<file path="config.mk">
export PLATFORM = sky130hd
export DESIGN_NAME = z80fi_insn_check
export DESIGN_NICKNAME = d
export VERILOG_FILES = /design/src/rtl/z80fi_insn_check.sv
export SDC_FILE = /design/constraint.sdc
export NUM_CORES = 1
export LEC_CHECK = 0
export BUFFER_PORTS_ARGS = -buffer_cell sky130_fd_sc_hd__buf_2
export CORE_UTILIZATION = 35
export CTS_CLUSTER_DIAMETER = 200
export CTS_CLUSTER_SIZE = 20
export DETAILED_ROUTE_END_ITERATION = 10
export PLACE_DENSITY = 0.58
export SETUP_SLACK_MARGIN = 0.05
export SLEW_MARGIN = 10
export SYNTH_ARGS = -nofsm -noshare
export SYNTH_HDL_FRONTEND = slang
export SYNTH_SLANG_ARGS = --single-unit
</file>
<file path="constraint.sdc">
create_clock -name clk -period 11.65 [get_ports clk]
set_clock_uncertainty 0.15 [all_clocks]
set_input_delay 1.7475 -clock clk [delete_from_list [all_inputs] [get_ports clk]]
set_output_delay 1.7475 -clock clk [all_outputs]
set_load 0.02 [all_outputs]
</file>
<file path="src/rtl/z80fi_insn_check.sv">
// Retired-instruction checker: compares the core's z80fi packet against a spec
// module's prediction through a two-stage pipeline, with sticky first-failure capture.
module z80fi_insn_check #(
    parameter int COUNT_W      = 16,
    parameter bit STOP_ON_FAIL = 1'b1
) (
    input  logic               clk,
    input  logic               reset,
    input  logic               check_enable,
    input  logic               check_clear,
    input  logic               z80fi_valid,
    input  logic [31:0]        z80fi_insn,
    input  logic [2:0]         z80fi_insn_len,
    input  logic [15:0]        z80fi_reg_ip_in,
    input  logic [15:0]        z80fi_reg_ip_out,
    input  logic [7:0]         z80fi_reg_f_in,
    input  logic [7:0]         z80fi_reg_f_out,
    input  logic [7:0]         z80fi_reg_a_in,
    input  logic [7:0]         z80fi_reg_a_out,
    input  logic               spec_valid,
    input  logic [2:0]         spec_chk,
    input  logic [15:0]        spec_reg_ip_out,
    input  logic [7:0]         spec_reg_f_out,
    input  logic [7:0]         spec_reg_a_out,
    output logic               check_valid,
    output logic               check_fail,
    output logic [2:0]         mismatch,
    output logic               failed_sticky,
    output logic [31:0]        fail_insn,
    output logic [15:0]        fail_ip,
    output logic [2:0]         fail_mask,
    output logic [COUNT_W-1:0] check_count,
    output logic [COUNT_W-1:0] skip_count,
    output logic [1:0]         state
);

    typedef enum logic [1:0] {
        ST_IDLE   = 2'd0,
        ST_RUN    = 2'd1,
        ST_FAILED = 2'd2
    } state_t;

    state_t      r_state;
    logic        r_vld_p1;
    logic [31:0] r_insn_p1;
    logic [15:0] r_ip_p1;
    logic [2:0]  r_mis_p1;

    logic        w_flush;
    logic        w_s2_vld;
    logic        w_s2_fail;
    logic        w_stop;
    logic        w_accept;
    logic [2:0]  w_mis;
    logic        w_unused_len;

    function automatic logic [COUNT_W-1:0] sat_inc(input logic [COUNT_W-1:0] v);
        return (&v) ? v : v + {{(COUNT_W-1){1'b0}}, 1'b1};
    endfunction

    // Instruction length carries no checkable state at this stage.
    assign w_unused_len = ^z80fi_insn_len;

    // A register the spec does not write must come out unchanged.
    assign w_mis[0] = spec_chk[0] ? (z80fi_reg_ip_out != spec_reg_ip_out)
                                  : (z80fi_reg_ip_out != z80fi_reg_ip_in);
    assign w_mis[1] = spec_chk[1] ? (z80fi_reg_f_out != spec_reg_f_out)
                                  : (z80fi_reg_f_out != z80fi_reg_f_in);
    assign w_mis[2] = spec_chk[2] ? (z80fi_reg_a_out != spec_reg_a_out)
                                  : (z80fi_reg_a_out != z80fi_reg_a_in);

    assign w_flush   = (r_state == ST_RUN) && !check_enable;
    assign w_s2_vld  = r_vld_p1 && !w_flush;
    assign w_s2_fail = w_s2_vld && (|r_mis_p1);
    assign w_stop    = w_s2_fail && STOP_ON_FAIL && !check_clear;
    assign w_accept  = (r_state == ST_RUN) && check_enable && !check_clear
                       && z80fi_valid && !w_stop;

    assign state = r_state;

    // Stage 1: register packet fields and mismatch vector
    always_ff @(posedge clk) begin
        if (w_accept) begin
            r_insn_p1 <= z80fi_insn;
            r_ip_p1   <= z80fi_reg_ip_in;
            r_mis_p1  <= w_mis;
        end
    end

    // Stage 2: result outputs, counters, sticky capture and FSM
    always_ff @(posedge clk) begin
        if (reset) begin
            r_state       <= ST_IDLE;
            r_vld_p1      <= 1'b0;
            check_valid   <= 1'b0;
            check_fail    <= 1'b0;
            mismatch      <= 3'b000;
            failed_sticky <= 1'b0;
            fail_insn     <= 32'h0;
            fail_ip       <= 16'h0;
            fail_mask     <= 3'b000;
            check_count   <= '0;
            skip_count    <= '0;
        end else begin
            r_vld_p1    <= w_accept && spec_valid;
            check_valid <= w_s2_vld;
            check_fail  <= w_s2_fail;
            mismatch    <= w_s2_vld ? r_mis_p1 : 3'b000;

            if (w_s2_vld)
                check_count <= sat_inc(check_count);
            if (w_accept && !spec_valid)
                skip_count <= sat_inc(skip_count);

            if (check_clear) begin
                failed_sticky <= 1'b0;
                fail_insn     <= 32'h0;
                fail_ip       <= 16'h0;
                fail_mask     <= 3'b000;
            end else if (w_s2_fail && !failed_sticky) begin
                failed_sticky <= 1'b1;
                fail_insn     <= r_insn_p1;
                fail_ip       <= r_ip_p1;
                fail_mask     <= r_mis_p1;
            end

            if (check_clear) begin
                r_state <= ST_IDLE;
            end else begin
                case (r_state)
                    ST_IDLE:   if (check_enable) r_state <= ST_RUN;
                    ST_RUN: begin
                        if (!check_enable)
                            r_state <= ST_IDLE;
                        else if (w_stop)
                            r_state <= ST_FAILED;
                    end
                    ST_FAILED: r_state <= ST_FAILED;
                    default:   r_state <= ST_IDLE;
                endcase
            end
        end
    end

endmodule

</file>
# Word level (Yosys, flattened, before mapping)
# Index checks and enable logic that the tools add are counted.
[word_totals]
word_cells = 62
in_bits = 140
ff_bits = 143
out_inout_bits = 91
[classes]
muxes = 7
add_sub_neg = 2
n_reduce_logical = 26
n_eq_ne = 10
bitwise_logic = 3
[op_table]
columns = ["op", "count"]
rows = [
  ["$add 16x1->16 const B", 2],
  ["$ne 16x16->1", 2],
  ["$ne 8x8->1", 4],
  ["$reduce_and 16->1", 2],
  ["$logic_and 1x1->1", 11],
  ["$logic_not 1->1", 6],
  ["$mux 2", 3],
  ["$pmux 2 s3", 1],
  ["$reduce_and 2->1", 3],
  ["$reduce_or 2->1", 2],
  ["$mux 1", 3],
  ["$ne 3x3->1 const B", 1],
  ["$not 1->1", 3],
  ["$reduce_or 3->1", 1],
  ["$eq 2x1->1 const B", 1],
  ["$eq 2x2->1 const B", 1],
  ["$logic_not 2->1", 1],
  ["$ne 2x2->1 const B", 1],
]

# Longest topological paths before layout
[logic_depth]
depth_word = 10
mapped_depth = 6
ltp_nobuf = 5

# Least setup slack after synthesis
# Ideal clock, no wire load.
[synth_timing]
path_kind = "input port to flip-flop"
start = "input check_enable"
end = "register r_insn_p1[0] (enable)"
cell_stages = 3
setup_time_ns = 0.461
t_required_ns = 11.039
t_arrival_ns = 4.518
path_buffers = 0
slack_ns = 6.522
path_cell_list = "nor3b_1 -> nor3_1 -> nor2_1"
[synth_via]
elab_chain_len = 8
word_cells_on_any_way = 11
classes_between = "reduce/logical (11)"
[synth_lines]
columns = ["element", "line", "rtl"]
rows = [
  ["start: declaration", "9", "input logic check_enable,"],
  ["$logic_not 1->1", "--", ""],
  ["$logic_and 1x1->1", "72", "assign w_flush = (r_state == ST_RUN) && !check_enable;"],
  ["$logic_not 1->1", "73", "assign w_s2_vld = r_vld_p1 && !w_flush;"],
  ["$logic_and 1x1->1", "73", ""],
  ["$logic_and 1x1->1", "74", "assign w_s2_fail = w_s2_vld && (|r_mis_p1);"],
  ["$logic_and 1x1->1", "75", "assign w_stop = w_s2_fail && STOP_ON_FAIL && !check_clear;"],
  ["$logic_not 1->1", "77", "&& z80fi_valid && !w_stop;"],
  ["$logic_and 1x1->1 *", "77", ""],
  ["end signal: assignment", "84", "r_insn_p1 <= z80fi_insn;"],
  ["end: declaration", "45", "logic [31:0] r_insn_p1;"],
]
# Mark *: on every way between the ends. The rest lies on a longest branch, timed or not.
# A chain may end at the register's enable or synchronous reset.

# Worst setup path after layout
[layout_timing]
start = "input check_enable"
end = "register r_insn_p1[8] (enable)"
# The elaborated chain is that of the path after synthesis.

==> impl_metrics.tcl <==
set metrics [dict create \
    cts_tree "yes" \
    hp-class "reg -> reg" \
    synthMuxAreaShare 0.0801 \
    synth_cell_types 48 \
    yosysSeqAreaShare 0.554 \
    drt_iter0_drc 194 \
    clock_path_buffers 2 \
    die_h_um 134 \
    min_period_ps 3580 \
    cts_buffers 17 \
    synth_edf_count 51 \
    critPathRequiredTime_ps 11550 \
    numPortBuffers 227 \
    crit_path_cell_trace "buf_2 > nor3b_1 > nor3_1 > nor2_4 > buf_4" \
    worst-setup-path-type "in -> reg" \
    clock_sinks 143 \
    r2r_slack_ps 9110 \
    cap_violations 0 \
    worstPathMaxFanout 51 \
    hold_path.startpoint "fail_insn[29]" \
    worstSetupEndpointType "register" \
    tightest_slew_ps 1090 \
    hold_end "fail_insn[29]" \
    dr.pass1.iters 4 \
    vdd_ir_drop_max_mv 0.105 \
    max_clock_freq_ghz 0.280 \
    place.gp.congestion 0.814 \
    num_antenna_cells 0 \
    fin_nets 954 \
    start_kind "input port" \
    vias 5162 \
    clk_latency_ps 420 \
    power_density_nw_per_um2 138 \
    synth_top_family_by_area "simple AND/OR/NAND/NOR gates" \
    coreArea_um2 16800 \
    dp_worst_setup_slack_ps 7610 \
    hold_violations 0 \
    ant_nets 0 \
    fp.dieW_um 134 \
    io_pins 231 \
    setup_ws_ps 8070 \
    synth_area_um2 6090 \
    via_per_inst 4.94 \
    grt_pass1_wl_um 24800 \
    die_area_um2 17900 \
    synthAdderAreaFrac 0.00411 \
    cts_root_buffer "clkbuf_16" \
    grt_pass1_vias 5134 \
    rows 47 \
    synthSimpleGateAreaFrac 0.197 \
    setup_viol 0 \
    synth_ff_type "dfxtp_1" \
    r2r_start "state[0]" \
    wl_per_cell_um 14.7 \
    regToRegEndpoint "r_insn_p1[8]" \
    yosys_warnings 0 \
    cts_resized 0 \
    cts_setup_buffers 0 \
    area_delta_synth_final_pct 31.4 \
    syn_avg_cell_area_um2 10.2 \
    wirelength_um 15300 \
    tns_ps 0 \
    hold_buffers 0 \
    ctsHtreeMaxLevel 4 \
    ys_ff_latch 143 \
    synth_xor_area_frac 0.0460 \
    fin_crit_sh 0.307 \
    grt_antenna_before_repair 0 \
    p_total_uw 1110 \
    outcome "finished, final reports clean" \
    grt_usage 0.177 \
    grt.overflow.total 0 \
    hold-path-cell-count 2 \
    grt_max_degree 55 \
    max-slew-margin-rel 0.275 \
    rsz0062_at_grt "no" \
    cpPeakStageDelay_ps 610 \
    initial_utilization 0.363 \
    drive_above_1_share 0.332 \
    rr_worst_depth 4 \
    drv_slew 0 \
    cpMaxStageDelayCell "nor3b_1" \
    route.detailed.drc 0 \
    syn-instance-count 595 \
    dp_hpwl_um 11100 \
    async_reset_ff_frac 0 \
    syn_nets 737 \
    whs_ps 302 \
    cts.clk_slew.worst_paths_ps 70 \
    synth_compound_area_frac 0.0945 \
    arrival_ps 3480 \
    p_leak_uw 0.00325 \
]
## Yosys cell counts (all sizes together) (5+ instances only)
cell    instances  area, um2
mux2           14        158
nand3          14       70.1
xnor2          32        280
clkbuf         22       82.6
mux2i          33        330
o21ai           5       25.0
o31ai           9       67.6
nand2         119        447
dfxtp          92       1840
nand4          10       68.8
nor4           14        109
a211oi          5       37.5
and4            5       45.0
edfxtp         51       1530
nor2b          15       93.8
or4            12       90.1
a21oi          72        360
buf            10       50.1
nor2           20       75.1
and3            5       31.3
## cells in the final DEF, fill, tap and decap left out, types with 11 or more instances in the layout
| cell | n |
|---|---|
| nor2_1 | 19 |
| nand2_1 | 119 |
| xnor2_1 | 32 |
| a21oi_1 | 72 |
| nor2b_1 | 15 |
| mux2i_1 | 33 |
| mux2_1 | 14 |
| edfxtp_1 | 51 |
| buf_2 | 227 |
| clkbuf_16 | 17 |
| dfxtp_1 | 92 |
| nor4_1 | 12 |
| or4_1 | 11 |
| nand3_1 | 14 |
## metal layers
metal	vias to the layer above	GRT usage	share of wire
met3	36	0.0540	0.062
met2	167	0.303	0.50
met4	0	0.0852	0.029
met5	-	0	0
met1	2399	0.199	0.41
li1	2560	-	-
## sequential cells by signal (all words and copies together) (netlist names), 16 cells and up
register,flops
r_ip_p1,16
check_count,16
skip_count,16
fail_ip,16
r_insn_p1,32
fail_insn,32
## through the flow
step	cells	area, um2	utilization
after floorplan	595	6090	-
after global placement	1013	7410	0.442
after detailed placement	1013	7410	0.442
after CTS	1045	8000	0.477
after global routing	1045	8000	0.477
final	1045	8000	0.477
## area by class of cell
class / instances / area, um2
Clock buffer: 17 / 425
Clock inverter: 15 / 166
Fill cell: 1595 / 8760
Inverter: 4 / 15.0
Multi-Input combinational cell: 416 / 2590
Sequential cell: 143 / 3370
Tap cell: 220 / 275
Timing Repair Buffer: 230 / 1160
## worst max-delay path: cells and delay by family
| family | cells | cell delay (ps) |
|---|---|---|
| AND/OR/NAND/NOR | 3 | 1020 |
| buffers and inverters | 2 | 660 |
## worst max path at each step
stage                             from            end  slack (ps)  depth (start not counted)
after detailed placement  check_enable   r_insn_p1[0]        7610                          5
final                     check_enable   r_insn_p1[8]        8070                          5
after CTS                 check_enable  fail_insn[10]        8050                          5
after global routing      check_enable    fail_ip[15]        7870                          5
after global placement    check_enable  r_insn_p1[24]        7620                          5
after floorplan           check_enable   r_insn_p1[0]        6520                          3
## power breakdown
| part | internal, uW | switching, uW |
|---|---|---|
| logic | 32.3 | 28.6 |
| clock network | 287 | 241 |
| registers | 518 | 0.637 |
## cell families (layout without fill, tap and decap cells)
logic type,count (synthesis),count (layout)
XOR/XNOR,32,32
AO/OA/AOI/OAI,99,99
multiplexers,47,47
flip-flops,143,143
adder cells (fa/ha/maj),2,2
AND/OR/NAND/NOR,236,236
buffers and inverters,36,266
Note: power is estimated with default switching activity, not from simulation.
